$ cat src/rtl/adc_reader.sv
// SPI read-out of one ADC conversion per trigger rising edge, delivered as
// AXI4-Stream beats; every PACKET_LEN-th beat carries tlast and pulses last.
module adc_reader #(
  parameter int DATA_WIDTH = 24,
  parameter int SCK_DIV    = 2,
  parameter int PACKET_LEN = 1024
) (
  input  logic        aclk,
  input  logic        aresetn,
  input  logic        trigger,
  output logic        last,
  output logic        spi_sck,
  input  logic        spi_sdo,
  output logic [31:0] m_axis_tdata,
  output logic        m_axis_tvalid,
  input  logic        m_axis_tready,
  output logic        m_axis_tlast,
  output logic        overrun
);
  localparam int DIV_W  = $clog2(SCK_DIV + 1);
  localparam int BIT_W  = $clog2(DATA_WIDTH + 1);
  localparam int BEAT_W = $clog2(PACKET_LEN + 1);

  typedef enum logic {IDLE, SHIFT} state_t;

  state_t                state;
  logic                  trig_prev;
  logic [DIV_W-1:0]      div_cnt;
  logic [BIT_W-1:0]      bit_cnt;
  logic [BEAT_W-1:0]     beat_cnt;
  logic [DATA_WIDTH-1:0] sr;

  logic start, phase_end, done, hs, load;
  logic [BEAT_W-1:0] beat_nxt;

  always_comb begin
    start     = trigger & ~trig_prev;
    phase_end = (state == SHIFT) && (div_cnt == DIV_W'(SCK_DIV - 1));
    done      = phase_end && spi_sck && (bit_cnt == BIT_W'(DATA_WIDTH - 1));
    hs        = m_axis_tvalid & m_axis_tready;
    // Beat index of the next sample to load, accounting for a handshake this cycle.
    beat_nxt  = beat_cnt;
    if (hs) beat_nxt = m_axis_tlast ? '0 : beat_cnt + BEAT_W'(1);
    load      = done && (!m_axis_tvalid || m_axis_tready);
  end

  always_ff @(posedge aclk or negedge aresetn) begin
    if (!aresetn) begin
      state         <= IDLE;
      trig_prev     <= 1'b0;
      div_cnt       <= '0;
      bit_cnt       <= '0;
      beat_cnt      <= '0;
      sr            <= '0;
      spi_sck       <= 1'b0;
      last          <= 1'b0;
      m_axis_tdata  <= '0;
      m_axis_tvalid <= 1'b0;
      m_axis_tlast  <= 1'b0;
      overrun       <= 1'b0;
    end else begin
      trig_prev <= trigger;
      beat_cnt  <= beat_nxt;
      last      <= hs & m_axis_tlast;

      case (state)
        IDLE: begin
          spi_sck <= 1'b0;
          if (start) begin
            state   <= SHIFT;
            div_cnt <= '0;
            bit_cnt <= '0;
            sr      <= '0;
          end
        end
        SHIFT: begin
          if (start) overrun <= 1'b1;
          if (phase_end) begin
            div_cnt <= '0;
            spi_sck <= ~spi_sck;
            if (!spi_sck) begin
              // Capture on the same edge that raises spi_sck.
              sr <= DATA_WIDTH'({sr, spi_sdo});
            end else if (done) begin
              state <= IDLE;
            end else begin
              bit_cnt <= bit_cnt + BIT_W'(1);
            end
          end else begin
            div_cnt <= div_cnt + DIV_W'(1);
          end
        end
        default: state <= IDLE;
      endcase

      if (done) begin
        if (load) begin
          m_axis_tdata  <= 32'(sr);
          m_axis_tvalid <= 1'b1;
          m_axis_tlast  <= (beat_nxt == BEAT_W'(PACKET_LEN - 1));
        end else begin
          overrun <= 1'b1;
        end
      end else if (hs) begin
        m_axis_tvalid <= 1'b0;
      end
    end
  end
endmodule

$ cat config.mk
export PLATFORM = sky130hd
export DESIGN_NAME = adc_reader
export DESIGN_NICKNAME = d
export VERILOG_FILES = /design/src/rtl/adc_reader.sv
export SDC_FILE = /design/constraint.sdc
export NUM_CORES = 1
export LEC_CHECK = 0
export ABC_AREA = 1
export CORE_MARGIN = 4
export CORE_UTILIZATION = 58
export CTS_CLUSTER_DIAMETER = 100
export DETAILED_ROUTE_END_ITERATION = 8
export HOLD_SLACK_MARGIN = 0.08
export PLACE_DENSITY_LB_ADDON = 0.05
export SLEW_MARGIN = 20
export SYNTH_ARGS = -nofsm -noshare
export SYNTH_HDL_FRONTEND = slang
export SYNTH_SLANG_ARGS = --single-unit
$ cat constraint.sdc
create_clock -name aclk -period 2.5 [get_ports aclk]
set_input_delay 0.25 -clock aclk [delete_from_list [all_inputs] [get_ports aclk]]
set_output_delay 0.25 -clock aclk [all_outputs]
set_load 0.02 [all_outputs]
### Word-level counts from Yosys, hierarchy flattened

Index checks and enable logic that the tools add are counted.

* register bits after elaboration: 73
* input bits: 5
* output and inout port bits: 37
* logic and storage cells: 69

* $add $sub $neg: 3
* eq/ne operators: 9
* multiplexer cells: 28
* bitwise logic cells: 6
* reduce and logical (&&, ||, !) cells: 11

Operators by type and width (number)
* 24-bit 2-to-1 mux: 3
* 24-bit case mux with 2 select lines: 1
* 11-bit 2-to-1 mux: 2
* 5-bit 2-to-1 mux: 4
* 1-bit 2-to-1 mux: 12
* 11-bit by 1-bit adder with 11-bit output (second input constant): 1
* 11-bit by 10-bit == test with 1-bit output (second input constant): 1
* 5-bit case mux with 2 select lines: 1
* 2-bit != test (second input constant): 4
* 5-bit by 1-bit adder with 5-bit output (second input constant): 1
* 5-bit == test (second input constant): 1
* 1-bit logical AND: 4
* 2-bit 2-to-1 mux: 2
* 2-bit by 1-bit != test with 1-bit output (second input constant): 2
* 1-bit case mux with 2 select lines: 2
* 2-bit case mux with 2 select lines: 1
* 2-bit AND reduction: 2
* 4-bit AND reduction: 1
* 1-bit bitwise AND: 3
* 1-bit NOT: 3
* 3-bit AND reduction: 1
* 2-bit by 1-bit adder with 2-bit output (second input constant): 1
* 2-bit by 1-bit == test with 1-bit output (second input constant): 1
* 2-bit nonzero test: 1
* 2 further kinds: 2

### Logic depth before layout (Yosys ltp)

Gate-level depths: netlist of the first run.

* depth after elaboration: 8
* depth in mapped cells: 12
* gate-level depth less buffers: 11

### Worst setup path before layout of the first run

OpenSTA, ideal clock, no wires.

* kind: reg2reg
* start point: register m_axis_tvalid
* end point: register m_axis_tlast
* library setup time: 0.066 ns
* data arrival time: 1.354 ns
* required time: 2.434 ns
* slack: 1.080 ns
* cell stages (with the launch flop): 11
* path buffers: 1
* period minus slack after synthesis: 1.420 ns
* cells stage by stage: dfrtp_1 -> nand2_2 -> buf_6 -> o21bai_2 -> inv_1 -> or2_0 -> nor2_1 -> nand2_1 -> nor2_1 -> nand2_1 -> nand2_1

* word-level cells in the longest chain between the ends: 4
* elaborated cells between the ends (all ways): 7
* those cells by class: eq/ne: 1; mux: 1; bitwise: 1; reduce/logical: 4

Ends and longest elaborated chain
* from (decl): line 15 `output logic m_axis_tvalid,`
* from (signal assigned): line 58 `m_axis_tvalid <= 1'b0;`
* from (signal assigned): line 99 `m_axis_tvalid <= 1'b1;`
* from (signal assigned): line 105 `m_axis_tvalid <= 1'b0;`
* branches (longest 4 deep; another with 11-bit 2-to-1 mux)
* to (signal assigned): line 100 `m_axis_tlast <= (beat_nxt == BEAT_W'(PACKET_LEN - 1));`
* to (decl): line 17 `output logic m_axis_tlast,`

Several ways; the timed one is not identified.
A chain may end at the register's enable or synchronous reset.

### Worst setup path in the final report of the first run

* start point: register spi_sck
* end point: output port spi_sck

RTL lines
* from (decl): line 12 `output logic spi_sck,`
* from (signal assigned): line 80 `spi_sck <= ~spi_sck;`

No word-level cell between the ends.

==> results of run 1 <==
[per-stage QoR]
step | instance area [um2] | instances | hold WS [ns] | utilization (%)
floorplan | 3179 | 355 | -0.04559 | -
global placement | 3497 | 443 | 0.4647 | 67.61
detailed placement | 3497 | 443 | 0.4712 | 67.61
CTS | 3727 | 459 | 0.1405 | 72.06
global route | 3727 | 459 | 0.1966 | 72.06
finish | 3727 | 459 | 0.1140 | 72.06
[registers in the layout, indices dropped and copies added, names as in the netlist]
| register | count |
|---|---|
| div_cnt | 2 |
| m_axis_tdata | 24 |
| beat_cnt | 11 |
| overrun | 1 |
| spi_sck | 1 |
| m_axis_tlast | 1 |
| last | 1 |
| m_axis_tvalid | 1 |
| bit_cnt | 5 |
| trig_prev | 1 |
| state | 1 |
| sr | 24 |
[how the worst max path moves through the flow]
stage,cells past startpoint,endpoint,slack [ns],start
after global routing,7,m_axis_tdata[7]$_DFFE_PN0P_,0.68,bit_cnt[0]$_DFFE_PN0P_
after global placement,6,m_axis_tdata[7]$_DFFE_PN0P_,0.71,m_axis_tready
final,1,spi_sck,0.84,spi_sck$_DFFE_PN0P_
after detailed placement,10,m_axis_tlast$_DFFE_PN0P_,0.63,m_axis_tready
after CTS,1,spi_sck,0.83,spi_sck$_DFFE_PN0P_
after floorplan,10,m_axis_tlast$_DFFE_PN0P_,1.08,m_axis_tvalid$_DFFE_PN0P_
[cells in the final DEF, fill, tap and decap left out, types with 3 or more instances in the layout]
cell type        instances
a21oi_1                  7
buf_4                    4
clkbuf_8                11
clkdlybuf4s50_1         32
conb_1                   8
dfrtp_1                 73
inv_1                   58
inv_2                    3
nand2_1                 72
nand3_1                 13
nor2_1                  24
nor2_2                   5
o21ai_0                 18
o21ai_1                  9
o21ai_2                  3
o22ai_1                 24
[layer usage]
| layer | wire [um] | part of all wire, % | vias to the layer above |
|---|---|---|---|
| met1 | 2521 | 44 | 1093 |
| li1 | - | - | 1159 |
| met5 | 0 | 0 | - |
| met4 | 124 | 2.2 | 0 |
| met2 | 2794 | 49 | 53 |
| met3 | 228 | 4.0 | 12 |
[cells by family after synthesis]
| kind of cell | after synthesis | share of synthesized area (%) |
|---|---|---|
| flip-flops | 73 | 57.94 |
| other | 1 | 0.1189 |
| AO/OA/AOI/OAI | 66 | 12.34 |
| XOR/XNOR | 2 | 0.5557 |
| AND/OR/NAND/NOR | 124 | 17.02 |
| buffers and inverters | 80 | 11.23 |
| adder cells (fa/ha/maj) | 2 | 0.7935 |
[power by group]
part           internal [mW]  switching (mW)  total (mW)
Combinational          0.275           0.500       0.775
Clock                  0.617           0.418        1.04
Sequential              1.41           0.117        1.53
[layout make-up]
class / instances / area, um2 / share of cell area [%]
Sequential cell: 73 / 1827 / 49.01
Inverter: 61 / 229.0 / 6.143
Tap cell: 70 / 87.58 / 2.350
Clock buffer: 12 / 155.1 / 4.162
Multi-Input combinational cell: 202 / 998.5 / 26.79
Timing Repair Buffer: 37 / 355.3 / 9.533
Clock inverter: 4 / 75.07 / 2.014
[worst reg2reg max path, cell delays in order (launching register included)]
cell and delay [ns]:
dfrtp_1 0.41, ha_1 0.23, nand2_1 0.11, nor2_1 0.06
nand3_1 0.13, buf_4 0.40, o21ai_0 0.16
==> results_dict.tcl, run 1 <==
set metrics [dict create \
    status "finished clean" \
    tightest_slew_ns 0.8734 \
    finalClockSkew_ns 0.003934 \
    clock-sinks 73 \
    power.density_nw_per_um2 896.2 \
    final-setup-viol-count 0 \
    ctsHoldBuffers 0 \
    grtUsageMet1_pct 25.22 \
    met2_usage_pct 32.63 \
    synth-edff-count 0 \
    netlist.area_leader.share_pct 57.94 \
    maxSlewViolCount 0 \
    pre_cts_ws_ns 0.6283 \
    max_freq_ghz 0.6018 \
    dieWidth_um 81.73 \
    ir_worst_vdd_mv 0.7554 \
    postCtsSetupBuffers 0 \
    fill_cells 370 \
    fin_tns_setup_ns 0 \
    drc 0 \
    dieArea_um2 6680 \
    rr_startpoint "bit_cnt[0]$_DFFE_PN0P_" \
    slowest_delay_ns 0.64 \
    arrival_ns 1.41 \
    layout-drive-gt1-share_pct 9.769 \
    max_slew_margin_pct 41.77 \
    yosysWarnings 0 \
    fin_crit_ns 1.662 \
    slowest_stage "clkdlybuf4s50_1" \
    insertion_delay_ns 0.34 \
    synthTopCellsByArea "dfrtp_1, nand2_1, inv_1" \
    antenna_cells 0 \
    start_kind "register" \
    start_util_pct 60.96 \
    crit_family "buffers and inverters" \
    max_cap_viol_count 0 \
    crit_buf_inv 1 \
    rsz0062_at_grt "no" \
    cts_max_path_buffers 2 \
    post-route-period-util_pct 66.47 \
    grt_use_total_pct 20.06 \
    grt_pass1_wl_mm 10.14 \
    viasPerCell 5.048 \
    netlist_area_um2 3153 \
    syn_to_final_growth_pct 18.21 \
    async_reset_ff_share_pct 100.0 \
    top_usage_layer "met2" \
    firstDrtPassIters 4 \
    yosysUniqueCellTypes 30 \
    synth.most_common_cell "dfrtp_1" \
    fp-row-count 26 \
    ant_nets 0 \
    grt_pass1_vias 2344 \
    routedWlPerCell_um 12.35 \
    ys.flop_type "dfrtp_1" \
    cts_tree "yes" \
    overflow 0 \
    hold_viol_final 0 \
    cts_buffers 9 \
    synth_area_leader_cell "dfrtp_1" \
    path_cells "clkdlybuf4s50_1" \
    required_ns 2.25 \
    final_nets 391 \
    antenna_found_initial 0 \
    netlist_instances 348 \
    num_vias 2317 \
    power.total_mw 3.340 \
    cts_resized 0 \
    ys_seq_area_share_pct 57.94 \
    io_pins 42 \
    ff2ff_setup_slack_ns 0.87 \
    grt_max_degree 74 \
    met3_usage_pct 3.399 \
    syn_area_per_cell_um2 9.060 \
    hp-class "in2async" \
    end_kind "output port" \
    die_h_um 81.73 \
    io_buffer_count 33 \
    clkTransAtPathRegs_ns 0.07 \
    hpwl_mm 3.839 \
    fin_ws_ns 0.8382 \
    core_um2 5172 \
    synth_commonest_cells "dfrtp_1, nand2_1, inv_1, nor2_1, o22ai_1" \
    synth_seq_cells 73 \
    worstSetupPathType "reg2out" \
    cp_max_fo 5 \
    cts_root_buf "clkbuf_8" \
    p_leak_nw 1.819 \
    wl_mm 5.669 \
    htreeDepth 3 \
    ff2ff_path_depth 6 \
    rr_endpoint "m_axis_tdata[8]$_DFFE_PN0P_" \
    gp_congestion 0.8591 \
    drt-initial-drc-count 101 \
]
Note: power is estimated with default switching activity, not from simulation.
==> run 2, diff against run 1 <==
--- a/config.mk
+++ b/config.mk
@@ -7,7 +7,7 @@
 export LEC_CHECK = 0
 export ABC_AREA = 1
 export CORE_MARGIN = 4
-export CORE_UTILIZATION = 58
+export CORE_UTILIZATION = 49
 export CTS_CLUSTER_DIAMETER = 100
 export DETAILED_ROUTE_END_ITERATION = 8
 export HOLD_SLACK_MARGIN = 0.08
==> constraint.sdc (replaced) <==
create_clock -name aclk -period 1.4 [get_ports aclk]
set_input_delay 0.14 -clock aclk [delete_from_list [all_inputs] [get_ports aclk]]
set_output_delay 0.14 -clock aclk [all_outputs]
set_load 0.02 [all_outputs]
==> run 2 against run 1 <==
Against the previous run:
- the flow now finishes with violations (negative setup slack)
- sequential share of layout area decreased by 3.9 points
- clock skew grew 0.0081 ns
- via count up 0.91%
- largest cell class unchanged
==> results_dict.tcl, run 2 (synthesized netlist as in run 1, its figures left out) <==
set metrics [dict create \
    status "finished with violations" \
    violations "negative setup slack" \
    insertion_delay_ns 0.35 \
    ff2ff_setup_slack_ns -0.07 \
    drt-initial-drc-count 75 \
    cts_max_path_buffers 2 \
    num_vias 2338 \
    required_ns 1.68 \
    firstDrtPassIters 5 \
    arrival_ns 1.75 \
    maxSlewViolCount 0 \
    routedWlPerCell_um 12.68 \
    worstSetupPathType "reg2reg" \
    grt_pass1_vias 2353 \
    dieArea_um2 7782 \
    slowest_stage "dfrtp_1" \
    p_leak_nw 2.102 \
    fp-row-count 28 \
    post-route-period-util_pct 104.8 \
    pre_cts_ws_ns -0.2937 \
    final_nets 416 \
    largestRegisters "m_axis_tdata (24), sr (24), beat_cnt (11)" \
    power.density_nw_per_um2 1514 \
    grt_use_total_pct 17.90 \
    max_freq_ghz 0.6813 \
    ff2ff_path_depth 9 \
    fin_ws_ns -0.06780 \
    finalClockSkew_ns 0.01200 \
    ant_nets 0 \
    fill_cells 519 \
    start_kind "register" \
    cts_buffers 9 \
    layout-drive-gt1-share_pct 21.01 \
    end_kind "register" \
    antenna_cells 0 \
    overflow 0 \
    core_um2 6096 \
    gp_congestion 0.9009 \
    grt_pass1_wl_mm 10.81 \
    rsz0062_at_grt "yes" \
    slowest_delay_ns 0.41 \
    htreeDepth 3 \
    clock-sinks 73 \
    max_cap_viol_count 0 \
    grt_max_degree 31 \
    mostFrequentLayoutCell "dfrtp_1" \
    path_cells "buf_4 -> nand3_2 -> nor2_4 -> nand2_1 -> a21oi_1 -> nand3_1 -> nor2_1 -> nand2_1 -> nand2_1" \
    die_h_um 88.22 \
    hpwl_mm 4.185 \
    cpMostUsedCell "nand2_1" \
    dp_cells 469 \
    final_cell_mix "dfrtp_1, nand2_1, inv_1" \
    clkTransAtPathRegs_ns 0.09 \
    cts_tree "yes" \
    rr_startpoint "beat_cnt[0]$_DFF_PN0_" \
    io_pins 42 \
    final-setup-viol-count 3 \
    dieWidth_um 88.22 \
    drc 0 \
    hold_viol_final 0 \
    ir_worst_vdd_mv 1.124 \
    hp-class "in2async" \
    cp_max_fo 6 \
    antenna_found_initial 0 \
    wl_mm 6.199 \
    start_util_pct 51.72 \
    io_buffer_count 33 \
    viasPerCell 4.781 \
    syn_to_final_growth_pct 28.57 \
    rr_endpoint "m_axis_tlast$_DFFE_PN0P_" \
    fin_crit_ns 1.468 \
    seqCellArea_um2 1829 \
    cts_root_buf "clkbuf_8" \
    multi_input_area_um2 1110 \
    final_cells 489 \
]
-- run 2: timing repair --
item | 4_1_cts | 5_1_grt
endpoints found under the hold margin | 16 | 0
endpoints found under the setup margin | 35 | 47
gates cloned | 0 | 1
pin swaps | 6 | 16
hold buffers | 1 | 0
setup buffers | 1 | 1
resized for setup | 42 | 21
-- run 2: final cells by class --
| cell class | instances | area share, % |
|---|---|---|
| clock buffer | 10 | 3.148 |
| clock inverter | 6 | 1.667 |
| inverter | 61 | 5.648 |
| multi-input combinational | 202 | 27.38 |
| sequential | 73 | 45.12 |
| tap | 75 | 2.315 |
| timing repair buffer | 62 | 14.72 |
-- run 2: where the power goes --
group          switching, mW  internal [mW]  total [mW]
Clock                  0.804          0.829        1.63
Sequential             0.181           2.52        2.70
Combinational           1.05          0.745        1.80
-- run 2: stage by stage --
stage / hold WS [ns] / util [%] / setup TNS, ns / power, mW / instance area (um2)
6_report: 0.2570 / 66.50 / -0.1134 / 6.136 / 4054
5_1_grt: 0.2595 / 66.50 / -1.375 / 6.536 / 4054
4_1_cts: 0.2426 / 64.70 / -0.04808 / 6.015 / 3944
3_5_place_dp: 0.1094 / 61.19 / -1.383 / 4.337 / 3730
3_3_place_gp: 0.1101 / 61.19 / -0.8354 / 4.297 / 3730
2_1_floorplan: -0.1556 / - / 0 / 3.751 / 3181
-- run 2: worst max path at each step --
stage	startpoint	to	slack [ns]	depth (start not counted)
3_3_place_gp	m_axis_tready	m_axis_tlast$_DFFE_PN0P_	-0.25	10
2_1_floorplan	beat_cnt[0]$_DFF_PN0_	m_axis_tlast$_DFFE_PN0P_	0.004	9
3_5_place_dp	m_axis_tready	m_axis_tlast$_DFFE_PN0P_	-0.29	10
5_1_grt	beat_cnt[0]$_DFF_PN0_	m_axis_tlast$_DFFE_PN0P_	-0.20	11
6_report	beat_cnt[0]$_DFF_PN0_	m_axis_tlast$_DFFE_PN0P_	-0.07	9
4_1_cts	beat_cnt[0]$_DFF_PN0_	m_axis_tlast$_DFFE_PN0P_	-0.05	11
-- run 2: critical path, delay by kind of cell, from the launching register on --
kind            cells  cell delay, ns
compound gates      1            0.15
simple gates        7            0.70
flops               1            0.41
buf+inv             1            0.15
-- run 2: per-layer routing --
layer / share of wire [%] / track usage, %
met5: 0 / 0
met1: 47 / 23.34
met2: 46 / 28.42
met3: 4.5 / 3.724
met4: 2.3 / 9.066
==> run 3, diff against run 2 <==
--- a/config.mk
+++ b/config.mk
@@ -6,7 +6,7 @@
 export NUM_CORES = 1
 export LEC_CHECK = 0
 export ABC_AREA = 1
-export CORE_MARGIN = 4
+export CORE_MARGIN = 1.5
 export CORE_UTILIZATION = 49
 export CTS_CLUSTER_DIAMETER = 100
 export DETAILED_ROUTE_END_ITERATION = 8
==> run 3 against run 2 <==
Against the previous run:
- sequential share of layout area fell by 2.5 points
- clock-buffer cell count rose by 1
- maximum frequency rose by 2.3%
- clock power fell by 8%
- final cell count rose by 2.7%
- the flow still finishes with violations (negative setup slack)
- clock skew fell by 0.0056 ns
- total power rose by 1.6%
==> results_dict.tcl, run 3 (synthesized netlist as in run 1, its figures left out) <==
set metrics [dict create \
    status "finished with violations" \
    violations "negative setup slack" \
    cts_max_path_buffers 2 \
    viasPerCell 5.014 \
    gp_congestion 0.8250 \
    firstDrtPassIters 4 \
    p_leak_nw 2.197 \
    final_nets 428 \
    drc 0 \
    num_vias 2517 \
    ant_nets 0 \
    routedWlPerCell_um 13.00 \
    fin_ws_ns -0.03433 \
    slowest_stage "dfrtp_2" \
    clock-sinks 73 \
    pre_cts_ws_ns -0.3194 \
    final_area_um2 4290 \
    grt_use_total_pct 18.70 \
    grt_pass1_wl_mm 10.54 \
    start_kind "register" \
    dieArea_um2 6925 \
    min_delay_path_depth 1 \
    fin_crit_ns 1.434 \
    end_kind "register" \
    cpMostUsedCell "nand2_1" \
    grt_max_degree 74 \
    place_area_um2 3742 \
    hold_viol_final 0 \
    ir_worst_vdd_mv 1.038 \
    insertion_delay_ns 0.34 \
    antenna_found_initial 0 \
    syn_to_final_growth_pct 36.07 \
    cts_root_buf "clkbuf_8" \
    overflow 0 \
    arrival_ns 1.71 \
    htreeDepth 3 \
    fin_util_pct 68.35 \
    clkTransAtPathRegs_ns 0.07 \
    cts_tree "yes" \
    final-setup-viol-count 1 \
    max_cap_viol_count 0 \
    ff2ff_path_depth 9 \
    start_util_pct 50.23 \
    finalClockSkew_ns 0.006353 \
    required_ns 1.68 \
    layout-drive-gt1-share_pct 30.35 \
    grt_pass1_vias 2302 \
    hp-class "in2reg" \
    slowest_delay_ns 0.42 \
    worstSetupPathType "reg2reg" \
    cp_max_fo 12 \
    fin_tns_setup_ns -0.03433 \
    rsz0062_at_grt "yes" \
    maxSlewViolCount 0 \
    io_pins 42 \
    whs_ns 0.2677 \
    die_h_um 83.22 \
    max_freq_ghz 0.6972 \
    cts_buffers 9 \
    largestRegisters "m_axis_tdata (24), sr (24), beat_cnt (11)" \
    core_um2 6277 \
    fill_cells 502 \
    drt-initial-drc-count 116 \
    mostFrequentLayoutCell "dfrtp_1" \
    antenna_cells 0 \
    hp-start "trigger" \
    startpoint "m_axis_tvalid$_DFFE_PN0P_" \
    io_buffer_count 33 \
    rr_startpoint "m_axis_tvalid$_DFFE_PN0P_" \
    fp-row-count 29 \
    power.density_nw_per_um2 1453 \
    hpwl_mm 3.834 \
    post-route-period-util_pct 102.5 \
    dieWidth_um 83.22 \
    final_cell_mix "dfrtp_1, inv_1, nand2_1" \
    wl_mm 6.528 \
    path_cells "nand2_4 -> nor2_1 -> o21ai_0 -> nand2_1 -> inv_2 -> nand3_1 -> nor2_1 -> nand2_1 -> nand2_1" \
]
## run 3: worst max-delay path, delay by kind of cell, from the launching register on
kind,cells,cell delay (ns)
and+or+nand+nor,7,0.69
DFF,1,0.42
AOI/OAI and AO/OA,1,0.21
buffers and inverters,1,0.06
## run 3: layout make-up
cell class / instances / area [um2] / share of cell area, %
sequential: 73 / 1831 / 42.67
multi-input combinational: 202 / 1225 / 28.55
timing repair buffer: 74 / 726.9 / 16.94
inverter: 61 / 231.5 / 5.395
clock buffer: 11 / 151.4 / 3.529
tap: 77 / 96.34 / 2.246
clock inverter: 4 / 28.78 / 0.6708
## run 3: what timing repair did
| item | in CTS | in global routing |
|---|---|---|
| pin swaps | 10 | 14 |
| hold buffers | 1 | 0 |
| endpoints found under the setup margin | 35 | 50 |
| buffers inserted | 2 | 6 |
| endpoints found under the hold margin | 73 | 0 |
| gates cloned | 0 | 5 |
| resized for setup | 48 | 64 |
## run 3: path summary, 6_finish.rpt
| path | end | slack, ns |
|---|---|---|
| worst max-delay path | m_axis_tlast$_DFFE_PN0P_ | -0.03 |
| worst max register to register | m_axis_tlast$_DFFE_PN0P_ | -0.03 |
| min in group asynchronous | sr[17]$_DFFE_PN0P_ | 0.36 |
| max in group asynchronous | state$_DFF_PN0_ | 0.71 |
| worst min register to register | m_axis_tdata[16]$_DFFE_PN0P_ | 0.48 |
| worst min-delay path | trig_prev$_DFF_PN0_ | 0.27 |
## run 3: through the flow
step                cells  power, mW
floorplan             355      3.751
CTS                   492      5.893
global placement      474      4.294
finish                502      6.233
global route          502      6.610
detailed placement    474      4.335
## run 3: layer usage
metal | track usage (%) | vias to the layer above | part of all wire, %
met2 | 29.42 | 45 | 48
met3 | 3.678 | 10 | 2.8
met5 | 0 | - | 0
li1 | - | 1237 | -
met4 | 7.727 | 0 | 1.7
met1 | 25.55 | 1225 | 47
## run 3: power breakdown
part | internal (mW) | switching (mW) | leakage [nW] | total (mW)
sequential | 2.53 | 0.197 | 0.940 | 2.72
clock | 0.730 | 0.767 | 0.0874 | 1.50
combinational | 0.835 | 1.18 | 1.17 | 2.01
total | 4.09 | 2.14 | 2.20 | 6.23
